==> src/rtl/uart_pkg.sv <==
// ---------------------------------------------------------------------------
// uart_pkg
// Shared definitions for the UART bridge: UART register map, status bit
// positions and the bridge FSM state type.
// Optional feature macro used by the bridge: UART_BRIDGE_RX_EN.
// ---------------------------------------------------------------------------
package uart_pkg;

  // UART register addresses on the 4-register slave port
  localparam logic [1:0] TXDATA = 2'd0;
  localparam logic [1:0] RXDATA = 2'd1;
  localparam logic [1:0] STATUS = 2'd2;
  localparam logic [1:0] DIV    = 2'd3;

  // Bit positions inside the UART status register
  localparam int TX_BUSY = 0;
  localparam int RX_FULL = 1;

  typedef enum logic [2:0] {
    ST_INIT,
    ST_IDLE,
    ST_POLL,
    ST_PCAP,
    ST_TXWR,
    ST_RXRD,
    ST_RXCAP
  } bridge_state_e;

endpackage

==> src/rtl/uart_bridge_if.sv <==
// ---------------------------------------------------------------------------
// uart_bridge_if
// Register bus between the bridge (master) and the UART register block
// (slave). Signal names are given from the bridge's point of view.
//   adr_o  : register address        dat_o : write data
//   sel_o  : byte selects            we_o  : write enable
//   stb_o  : strobe                  ack_i : acknowledge
//   dat_i  : read data, registered by the UART on the ack edge
// ---------------------------------------------------------------------------
interface uart_bridge_if;
  logic [1:0]  adr_o;
  logic [31:0] dat_o;
  logic [3:0]  sel_o;
  logic        we_o;
  logic        stb_o;
  logic        ack_i;
  logic [31:0] dat_i;

  modport master (
    output adr_o, dat_o, sel_o, we_o, stb_o,
    input  ack_i, dat_i
  );

  modport slave (
    input  adr_o, dat_o, sel_o, we_o, stb_o,
    output ack_i, dat_i
  );
endinterface

==> src/rtl/sync_fifo.sv <==
// ---------------------------------------------------------------------------
// sync_fifo
// Single-clock FIFO. Full/empty come from an occupancy counter so every one
// of the DEPTH entries is usable. Pushes while full and pops while empty are
// ignored.
//   clk, rst_ni : clock, asynchronous active-low reset
//   push_i/data_i : write side     pop_i/data_o : read side (data_o = head)
//   full_o, empty_o, level_o : status
// ---------------------------------------------------------------------------
module sync_fifo #(
  parameter int WIDTH = 8,
  parameter int DEPTH = 8,
  localparam int AW = $clog2(DEPTH)
) (
  input  logic             clk,
  input  logic             rst_ni,
  input  logic             push_i,
  input  logic [WIDTH-1:0] data_i,
  input  logic             pop_i,
  output logic [WIDTH-1:0] data_o,
  output logic             full_o,
  output logic             empty_o,
  output logic [AW:0]      level_o
);

  logic [WIDTH-1:0] mem_q [DEPTH];
  logic [AW-1:0]    wrPtr_q, rdPtr_q;
  logic [AW:0]      count_q;
  logic             doPush, doPop;

  assign doPush  = push_i & ~full_o;
  assign doPop   = pop_i & ~empty_o;
  assign full_o  = (count_q == (AW+1)'(DEPTH));
  assign empty_o = (count_q == '0);
  assign level_o = count_q;
  assign data_o  = mem_q[rdPtr_q];

  // Pointers wrap naturally because DEPTH is a power of two
  always_ff @(posedge clk or negedge rst_ni) begin
    if (!rst_ni) begin
      wrPtr_q <= '0;
      rdPtr_q <= '0;
      count_q <= '0;
    end else begin
      if (doPush) wrPtr_q <= wrPtr_q + 1'b1;
      if (doPop)  rdPtr_q <= rdPtr_q + 1'b1;
      case ({doPush, doPop})
        2'b10:   count_q <= count_q + 1'b1;
        2'b01:   count_q <= count_q - 1'b1;
        default: count_q <= count_q;
      endcase
    end
  end

  // Storage needs no reset; empty/full gate every access
  always_ff @(posedge clk) begin
    if (doPush) mem_q[wrPtr_q] <= data_i;
  end

endmodule

==> src/rtl/uart_bridge.sv <==
// ---------------------------------------------------------------------------
// uart_bridge
// Bus master in front of the UART register block. Programs the baud divider
// after reset, then polls status forever: queued TX bytes are written when
// the transmitter is idle, received bytes are drained into an RX FIFO.
// Optional feature macro: UART_BRIDGE_RX_EN (RX FIFO and RX draining).
//   clk, rst_ni                 : clock, asynchronous active-low reset
//   tx_data_i/valid_i/ready_o   : byte stream into the TX FIFO
//   rx_data_o/valid_o/ready_i   : byte stream out of the RX FIFO
//   tx_level_o                  : TX FIFO occupancy
//   rx_overrun_o                : sticky, a received byte had to be skipped
//   bus                         : UART register bus (master side)
// ---------------------------------------------------------------------------
module uart_bridge
  import uart_pkg::*;
#(
  parameter int          DEPTH   = 8,
  parameter logic [31:0] DIVIDER = 32'h00000018
) (
  input  logic                     clk,
  input  logic                     rst_ni,
  input  logic [7:0]               tx_data_i,
  input  logic                     tx_valid_i,
  output logic                     tx_ready_o,
  output logic [7:0]               rx_data_o,
  output logic                     rx_valid_o,
  input  logic                     rx_ready_i,
  output logic [$clog2(DEPTH):0]   tx_level_o,
  output logic                     rx_overrun_o,
  uart_bridge_if.master            bus
);

  bridge_state_e state_q, state_d;
  logic [1:0]    adr_q, adr_d;
  logic [31:0]   dat_q, dat_d;
  logic          we_q, we_d;
  logic          stb_q, stb_d;

  logic          txPush, txPop, txFull, txEmpty;
  logic [7:0]    txHead;
  logic          unusedBits;

  assign bus.adr_o = adr_q;
  assign bus.dat_o = dat_q;
  assign bus.we_o  = we_q;
  assign bus.stb_o = stb_q;
  assign bus.sel_o = {4{stb_q}};

  // No TX bytes are accepted until the divider write has completed
  assign tx_ready_o = ~txFull & (state_q != ST_INIT);
  assign txPush     = tx_valid_i & tx_ready_o;

  sync_fifo #(.WIDTH(8), .DEPTH(DEPTH)) u_txFifo (
    .clk     (clk),
    .rst_ni  (rst_ni),
    .push_i  (txPush),
    .data_i  (tx_data_i),
    .pop_i   (txPop),
    .data_o  (txHead),
    .full_o  (txFull),
    .empty_o (txEmpty),
    .level_o (tx_level_o)
  );

`ifdef UART_BRIDGE_RX_EN
  logic                   rxPush, rxPop, rxFull, rxEmpty;
  logic                   overrun_q, overrun_d;
  logic [$clog2(DEPTH):0] rxLevel;

  assign rx_valid_o   = ~rxEmpty;
  assign rxPop        = rx_valid_o & rx_ready_i;
  assign rx_overrun_o = overrun_q;
  assign unusedBits   = ^{bus.dat_i[31:8], rxLevel};

  sync_fifo #(.WIDTH(8), .DEPTH(DEPTH)) u_rxFifo (
    .clk     (clk),
    .rst_ni  (rst_ni),
    .push_i  (rxPush),
    .data_i  (bus.dat_i[7:0]),
    .pop_i   (rxPop),
    .data_o  (rx_data_o),
    .full_o  (rxFull),
    .empty_o (rxEmpty),
    .level_o (rxLevel)
  );

  always_ff @(posedge clk or negedge rst_ni) begin
    if (!rst_ni) overrun_q <= 1'b0;
    else         overrun_q <= overrun_d;
  end
`else
  assign rx_valid_o   = 1'b0;
  assign rx_data_o    = 8'h00;
  assign rx_overrun_o = 1'b0;
  assign unusedBits   = ^{bus.dat_i[31:2], rx_ready_i};
`endif

  // Bus outputs are registered, so a strobe appears the cycle after the
  // state that decided on it and drops on the edge that samples ack_i.
  always_ff @(posedge clk or negedge rst_ni) begin
    if (!rst_ni) begin
      state_q <= ST_INIT;
      adr_q   <= '0;
      dat_q   <= '0;
      we_q    <= 1'b0;
      stb_q   <= 1'b0;
    end else begin
      state_q <= state_d;
      adr_q   <= adr_d;
      dat_q   <= dat_d;
      we_q    <= we_d;
      stb_q   <= stb_d;
    end
  end

  // Next-state and bus set-up. In PCAP dat_i already holds the status word
  // because the UART registered it on the poll's ack edge. dat_q doubles as
  // the holding register for the popped TX byte.
  always_comb begin
    state_d = state_q;
    adr_d   = adr_q;
    dat_d   = dat_q;
    we_d    = we_q;
    stb_d   = stb_q;
    txPop   = 1'b0;
`ifdef UART_BRIDGE_RX_EN
    rxPush    = 1'b0;
    overrun_d = overrun_q;
`endif
    case (state_q)
      ST_INIT: begin
        if (!stb_q) begin
          stb_d = 1'b1;
          we_d  = 1'b1;
          adr_d = DIV;
          dat_d = DIVIDER;
        end else if (bus.ack_i) begin
          stb_d   = 1'b0;
          we_d    = 1'b0;
          dat_d   = '0;
          state_d = ST_IDLE;
        end
      end
      ST_IDLE: begin
        stb_d   = 1'b1;
        we_d    = 1'b0;
        adr_d   = STATUS;
        dat_d   = '0;
        state_d = ST_POLL;
      end
      ST_POLL: begin
        if (bus.ack_i) begin
          stb_d   = 1'b0;
          state_d = ST_PCAP;
        end
      end
      ST_PCAP: begin
        state_d = ST_IDLE;
`ifdef UART_BRIDGE_RX_EN
        if (bus.dat_i[RX_FULL]) begin
          if (rxFull) begin
            overrun_d = 1'b1;
          end else begin
            stb_d   = 1'b1;
            we_d    = 1'b0;
            adr_d   = RXDATA;
            state_d = ST_RXRD;
          end
        end else
`endif
        if (!bus.dat_i[TX_BUSY] && !txEmpty) begin
          txPop   = 1'b1;
          stb_d   = 1'b1;
          we_d    = 1'b1;
          adr_d   = TXDATA;
          dat_d   = {24'h0, txHead};
          state_d = ST_TXWR;
        end
      end
      ST_TXWR: begin
        if (bus.ack_i) begin
          stb_d   = 1'b0;
          we_d    = 1'b0;
          dat_d   = '0;
          state_d = ST_IDLE;
        end
      end
      ST_RXRD: begin
        if (bus.ack_i) begin
          stb_d   = 1'b0;
          state_d = ST_RXCAP;
        end
      end
      ST_RXCAP: begin
`ifdef UART_BRIDGE_RX_EN
        rxPush = 1'b1;
`endif
        state_d = ST_IDLE;
      end
      default: state_d = ST_INIT;
    endcase
  end

endmodule

==> src/flat_wrapper.sv <==
// flat-port wrapper written by rule: the top's interface ports become plain ports
module uart_bridge_flat import uart_pkg::*;
#(
  parameter int          DEPTH   = 8,
  parameter logic [31:0] DIVIDER = 32'h00000018
)
  (clk, rst_ni, tx_data_i, tx_valid_i, tx_ready_o, rx_data_o, rx_valid_o, rx_ready_i, tx_level_o, rx_overrun_o, bus_adr_o, bus_dat_o, bus_sel_o, bus_we_o, bus_stb_o, bus_ack_i, bus_dat_i);
  uart_bridge_if bus_i ();
  input  logic clk;
  input  logic rst_ni;
  input  logic [7:0] tx_data_i;
  input  logic tx_valid_i;
  output logic tx_ready_o;
  output logic [7:0] rx_data_o;
  output logic rx_valid_o;
  input  logic rx_ready_i;
  output logic [$clog2(DEPTH):0] tx_level_o;
  output logic rx_overrun_o;
  output wire logic [$bits(bus_i.adr_o)-1:0] bus_adr_o;
  output wire logic [$bits(bus_i.dat_o)-1:0] bus_dat_o;
  output wire logic [$bits(bus_i.sel_o)-1:0] bus_sel_o;
  output wire logic [$bits(bus_i.we_o)-1:0] bus_we_o;
  output wire logic [$bits(bus_i.stb_o)-1:0] bus_stb_o;
  input wire logic [$bits(bus_i.ack_i)-1:0] bus_ack_i;
  input wire logic [$bits(bus_i.dat_i)-1:0] bus_dat_i;
  assign bus_adr_o = bus_i.adr_o;
  assign bus_dat_o = bus_i.dat_o;
  assign bus_sel_o = bus_i.sel_o;
  assign bus_we_o = bus_i.we_o;
  assign bus_stb_o = bus_i.stb_o;
  assign bus_i.ack_i = bus_ack_i;
  assign bus_i.dat_i = bus_dat_i;
  uart_bridge #(.DEPTH(DEPTH), .DIVIDER(DIVIDER)) u_core (.clk(clk), .rst_ni(rst_ni), .tx_data_i(tx_data_i), .tx_valid_i(tx_valid_i), .tx_ready_o(tx_ready_o), .rx_data_o(rx_data_o), .rx_valid_o(rx_valid_o), .rx_ready_i(rx_ready_i), .tx_level_o(tx_level_o), .rx_overrun_o(rx_overrun_o), .bus(bus_i));
endmodule
==> config.mk <==
export PLATFORM = sky130hd
export DESIGN_NAME = uart_bridge_flat
export DESIGN_NICKNAME = d
export VERILOG_FILES = /design/src/rtl/uart_pkg.sv /design/src/rtl/uart_bridge_if.sv /design/src/rtl/sync_fifo.sv /design/src/rtl/uart_bridge.sv /design/src/flat_wrapper.sv
export SDC_FILE = /design/constraint.sdc
export NUM_CORES = 1
export LEC_CHECK = 0
export CAP_MARGIN = 20
export CORE_ASPECT_RATIO = 1.75
export CORE_MARGIN = 2
export CORE_UTILIZATION = 45
export CTS_CLUSTER_DIAMETER = 100
export CTS_CLUSTER_SIZE = 20
export DETAILED_ROUTE_END_ITERATION = 8
export PLACE_DENSITY_LB_ADDON = 0.3
export SLEW_MARGIN = 10
export SYNTH_ARGS = -nofsm -noshare
export SYNTH_HDL_FRONTEND = slang
export SYNTH_SLANG_ARGS = --single-unit
==> constraint.sdc <==
create_clock -name clk -period 3.45 [get_ports clk]
set_input_delay 0.5175 -clock clk [delete_from_list [all_inputs] [get_ports clk]]
set_output_delay 0.5175 -clock clk [all_outputs]
set_load 0.02 [all_outputs]
* After elaboration in Yosys (flattened, before gate mapping)
Memory sizes are Yosys's and may differ from the RTL's.
Cells that the tools add are included.
** Cells by class
- Muxes and demuxes :: 26
- Reductions and logical operators :: 15
- Add/subtract/negate cells :: 4
- Equality and inequality tests :: 15
- Bitwise gates (word level) :: 6
** Operators by type and width (count)
- $pmux W32 S4 :: 1
- $mux W32 :: 3
- $pmux W3 S7 :: 1
- $mux W3 :: 5
- $mux W1 :: 10
- $eq A3 B3 Y1 const B :: 3
- $reduce_and A3 Y1 :: 3
- $pmux W1 S4 :: 2
- $pmux W4 S2 :: 1
- $reduce_bool A4 Y1 :: 2
- $add A3 B1 Y3 const B :: 2
- $eq A3 B2 Y1 const B :: 2
- $ne A2 B1 Y1 const B :: 3
- $ne A2 B2 Y1 const B :: 3
- $pmux W2 S3 :: 1
- $reduce_bool A3 Y1 :: 2
- $add A4 B1 Y4 const B :: 1
- $and A1 B1 Y1 :: 4
- $eq A4 B4 Y1 const B :: 1
- $logic_not A4 Y1 :: 1
- $mux W2 :: 2
- $sub A4 B1 Y4 const B :: 1
- $eq A3 B1 Y1 const B :: 1
- $logic_not A3 Y1 :: 1
- 8 further kinds :: 10
** Word-level totals
- Memories kept :: 1
- Output and inout bits :: 55
- Bits in registers :: 49
- RAM bits :: 64
- Input port bits :: 45
- Word-level logic and storage cells :: 75
** Memory list
- u_core.u_txFifo.mem_q :: words 8, width 8, read ports 1, clocked after memory_dff 0, wr ports 1, RTL line sync_fifo.sv:26 : logic [WIDTH-1:0] mem_q [DEPTH];

* Depth between registers and ports, before layout
- Word-level depth :: 8
- Gate-level depth with buffers :: 12
- Mapped depth without buffers :: 11

* Hierarchy
Synthesis repeated with hierarchy kept, for this count alone.
** Unflattened totals
- Cell total of the unflattened synthesis :: 310
- Area total of the unflattened synthesis :: 4800.9 µm²
** Modules (own cells, without submodules)
- sync_fifo :: cells an instance 160, times used 1, area each 3134.3 µm², sequential area each 2172.1 µm²
- uart_bridge :: cells an instance 150, times used 1, area each 1666.6 µm², sequential area each 975.9 µm²

* Least setup slack after synthesis
OpenSTA, ideal clock, no wires.
- Kind :: register -> register
- Start point :: register u_core.u_txFifo.count_q[1] (netlist: u_core.u_txFifo.level_o[1])
- End point :: memory u_core.u_txFifo.mem_q[0][0] (enable)
- Cell stages (with the launch flop) :: 7
- Required time :: 3.055 ns
- Buffers on the path :: 1
- Slack :: 0.644 ns
- Setup time :: 0.395 ns
- Arrival time :: 2.411 ns
- Period minus slack after synthesis :: 2.806 ns
- Cell sequence :: dfrtp_1 > buf_2 > nor3_1 > a21oi_1 > and2_1 > clkinv_1 > nor4_1
** On the way
- Word-level cells in the longest chain between the ends :: 7
** RTL lines
- from (decl) :: RTL line sync_fifo.sv:28 : logic [AW:0] count_q;
- from (signal assigned) :: RTL line sync_fifo.sv:48 : 2'b10: count_q <= count_q + 1'b1;
- from (signal assigned) :: RTL line sync_fifo.sv:49 : 2'b01: count_q <= count_q - 1'b1;
- from (signal assigned) :: RTL line sync_fifo.sv:50 : default: count_q <= count_q;
- $eq A4 B4 Y1 :: RTL line sync_fifo.sv:33 : assign full_o = (count_q == (AW+1)'(DEPTH));
- $not A1 Y1 :: RTL line uart_bridge.sv:50 : assign tx_ready_o = ~txFull & (state_q != ST_INIT);
- $and A1 B1 Y1 :: RTL line uart_bridge.sv:50
- via tx_ready_o :: RTL line flat_wrapper.sv:13 : output logic tx_ready_o;
- $and A1 B1 Y1 :: RTL line uart_bridge.sv:51 : assign txPush = tx_valid_i & tx_ready_o;
- $and A1 B1 Y1 :: RTL line sync_fifo.sv:31 : assign doPush = push_i & ~full_o;
- $mux W1 :: RTL line sync_fifo.sv:57 : if (doPush) mem_q[wrPtr_q] <= data_i;
- $mux W1 (implied by the code) :: RTL line sync_fifo.sv:57
- to (decl) :: RTL line sync_fifo.sv:26
The timed path passes the listed nets, and every way through them passes these cells.

* Final worst setup path
- Start point :: register u_core.state_q[0]
- End point :: register u_core.u_txFifo.count_q[2] (netlist: u_core.u_txFifo.level_o[2])
** On the way
- Word-level cells in the longest chain between the ends :: 6
- Elaborated cells on any way between the ends :: 11
- Those cells by class :: 3 x eq/ne; 2 x mux; 4 x bitwise; 2 x reduce/logical
** RTL lines
- from (decl) :: RTL line uart_bridge.sv:33 : bridge_state_e state_q, state_d;
- from (signal assigned) :: RTL line uart_bridge.sv:108 : state_q <= state_d;
- $reduce_bool A3 Y1 :: RTL line uart_bridge.sv:50
- $and A1 B1 Y1 :: RTL line uart_bridge.sv:50
- $and A1 B1 Y1 :: RTL line uart_bridge.sv:51
- $and A1 B1 Y1 :: RTL line sync_fifo.sv:31
- $eq A2 B1 Y1 / $eq A2 B2 Y1 (equally long branches) :: RTL line sync_fifo.sv:47 : case ({doPush, doPop})
- $pmux W4 S2 / $reduce_bool A2 Y1 (equally long branches)
Parallel ways exist; a longest one is shown, timed or not.
A chain may end at the register's enable or synchronous reset.

==> flow_summary.ini <==
[detailed_routing]
drcViolationCount = 0
drtIter0Drc = 120
dr.pass1.iters = 6
ant_nets = 0
vias = 2758
drt-total-wl_um = 8760
post_drt_via_cell_ratio = 5.26
wl_per_cell_um = 16.7

[cts]
cts-root-buf = clkbuf_16
clkTransAtPathRegs_ps = 60
worstSkewPairLatency_ps = 410
cts_tree = done
hold_buffers = 0
h-tree-depth = 4
cts_buffers = 17
cts_sinks = 113
postCtsSetupBuffers = 0
cts_buffer_depth = 2
ctsResizeCount = 0

[final_layout]
drive_gt1_frac = 0.159
antenna_cells = 0
areaGrowthSynthToFinish_pct = 26.4
final_util = 0.576
fill_cells = 815
nets = 434
multi_input_area_um2 = 1340
final_area_um2 = 5860
seqCellArea_um2 = 3150
final_cells = 524

[global_routing]
antenna_found_initial = 0
grt.overflow.total = 0
grt_max_degree = 36
grt_util_all_layers = 0.175
grt_pass1_vias = 2793
grt_pass1_wl_um = 14200

[placed_design]
gp_congestion = 0.833
dp.final_hpwl_um = 5660
dp_cells = 492
dpl_worst_slack_ps = 697
dpl_cell_area_um2 = 5320
io_buffers = 57

[sta]
timing.setup.tns_ps = 0
setup_ws_ps = 767
final-hold-violation-count = 0
rsz0062_at_grt = false
fin_crit_ps = 2680
maxSlewViolCount = 0
timing.hold.ws_ps = 197
setup_violations = 0
max_slew_margin = 0.404
period_share = 0.778
fmax_mhz = 373
fin_skew_ps = 10.3
worst_pin_slew_ps = 894

[pwr]
ir_worst_vdd_mv = 0.431
netSwitchingFraction = 0.344
power_density_nw_per_um2 = 876
p_seq_frac = 0.383
switchingPower_mw = 1.77
p_clk_frac = 0.301
p_leak_nw = 2.28
p_total_mw = 5.13
p_int_mw = 3.37
combPwrFrac = 0.316

[critical_path]
cp.arrival_ps = 2970
startpoint_type = register
cp.required_ps = 3730
crit_fanout = 12
worstSetupEndpointType = register
critical_path_class = register to register

[yosys]
synth_edf_count = 64
yosys.area.top_type = edfxtp_1
synth_warnings = 0
synth_seq_cells = 113
synth.area.top_cells = edfxtp_1, dfrtp_1, mux4_2, and2_1, mux2i_1
synthCells = 314
syn_avg_cell_area_um2 = 14.8
ys.flop_type = edfxtp_1
async_reset_ff_frac = 0.434
ys_types = 38
synthTopCellsByCount = edfxtp_1, dfrtp_1, and2_1
syn_area_um2 = 4640
post-synth-top-count-cell = edfxtp_1
synth_top_area_share = 0.415
ys_seq_area_frac = 0.679

[die]
start_util = 0.455
io_pins = 100
die_w_um = 80.7
row_count = 49
die-area_um2 = 11200
core_um2 = 10200
die_y_um = 138

[outcome]
status = completed

[worst_hold_path]
hp-class = input pin to asynchronous set/reset pin

[job]
drv_cap = 0
cells in the final DEF (no fill, tap or decap), types with 10 or more instances in the layout:
master | netlist | routed
mux2i_1 | 15 | 15
and2_1 | 27 | 27
mux4_2 | 12 | 12
edfxtp_1 | 64 | 64
nand2_1 | 19 | 19
o21ai_0 | 15 | 15
dfrtp_1 | 49 | 49
nor2_1 | 11 | 11
buf_4 | 15 | 13
clkbuf_16 | 0 | 17
conb_1 | 1 | 10
clkdlybuf4s50_1 | 0 | 56
cell families (layout without fill, tap and decap cells):
logic type | count (synthesis) | in the layout | share of synthesized area
fa+ha+maj | 5 | 5 | 0.0135
compound gates | 45 | 45 | 0.0637
flops | 113 | 113 | 0.679
simple gates | 79 | 79 | 0.0896
xor+xnor | 10 | 10 | 0.0189
other cells | 1 | 10 | 0.000809
buf+inv | 33 | 107 | 0.0413
mux | 28 | 28 | 0.0931
worst max-delay path, stage by stage, from the launching register on:
cell      delay [ps]
dfrtp_1          560
nor3_1           110
a21oi_1          190
and2_1           240
clkinv_1         250
ha_1             350
xor2_1           170
ha_1             180
a21oi_1          140
xor2_1           150
nor2_1            70
xor2_1           140
routing by layer:
| layer | wire length (um) | part of all wire | GRT usage |
|---|---|---|---|
| met2 | 4830 | 0.55 | 0.309 |
| met4 | 199 | 0.023 | 0.101 |
| met3 | 393 | 0.045 | 0.0411 |
| met5 | 0 | 0 | 0 |
| met1 | 3340 | 0.38 | 0.185 |
registers in the layout (all words and copies together), names as in the netlist:
signal / cells
u_core.u_txFifo.rdPtr_q: 3
u_core.u_txFifo.wrPtr_q: 3
u_core.u_txFifo.mem_q: 64
u_core.bus.dat_o: 32
u_core.bus.stb_o: 1
u_core.bus.adr_o: 2
u_core.state_q: 3
u_core.u_txFifo.level_o: 4
u_core.bus.we_o: 1
cell type report:
class                      count  area share
sequential                   113       0.537
clock buffer                  18      0.0732
clock inverter                14      0.0184
timing repair buffer          70       0.113
tap                          127      0.0271
inverter                       5     0.00320
multi-input combinational    177       0.228
worst paths after layout:
check	startpoint	cells past startpoint	slack [ps]	to
worst max-delay path	u_core.state_q[0]	11	770	u_core.u_txFifo.level_o[2]
worst min-delay path	rst_ni	1	200	u_core.u_txFifo.level_o[1]
worst max register to register	u_core.state_q[0]	11	770	u_core.u_txFifo.level_o[2]
worst min register to register	u_core.bus.dat_o[31]	1	480	u_core.bus.dat_o[31]
max in group asynchronous	rst_ni	2	2540	u_core.bus.dat_o[28]
min in group clk	u_core.bus.dat_o[31]	1	480	u_core.bus.dat_o[31]
power groups by stage:
stage	combinational (mW)	clock, mW	sequential, mW
4_1_cts	1.65	1.57	1.97
3_3_place_gp	1.60	0	1.98
3_5_place_dp	1.64	0	1.99
6_report	1.62	1.54	1.97
5_1_grt	1.80	1.62	2.00
2_1_floorplan	1.12	0	1.96
(Power assumes the default switching activity.)
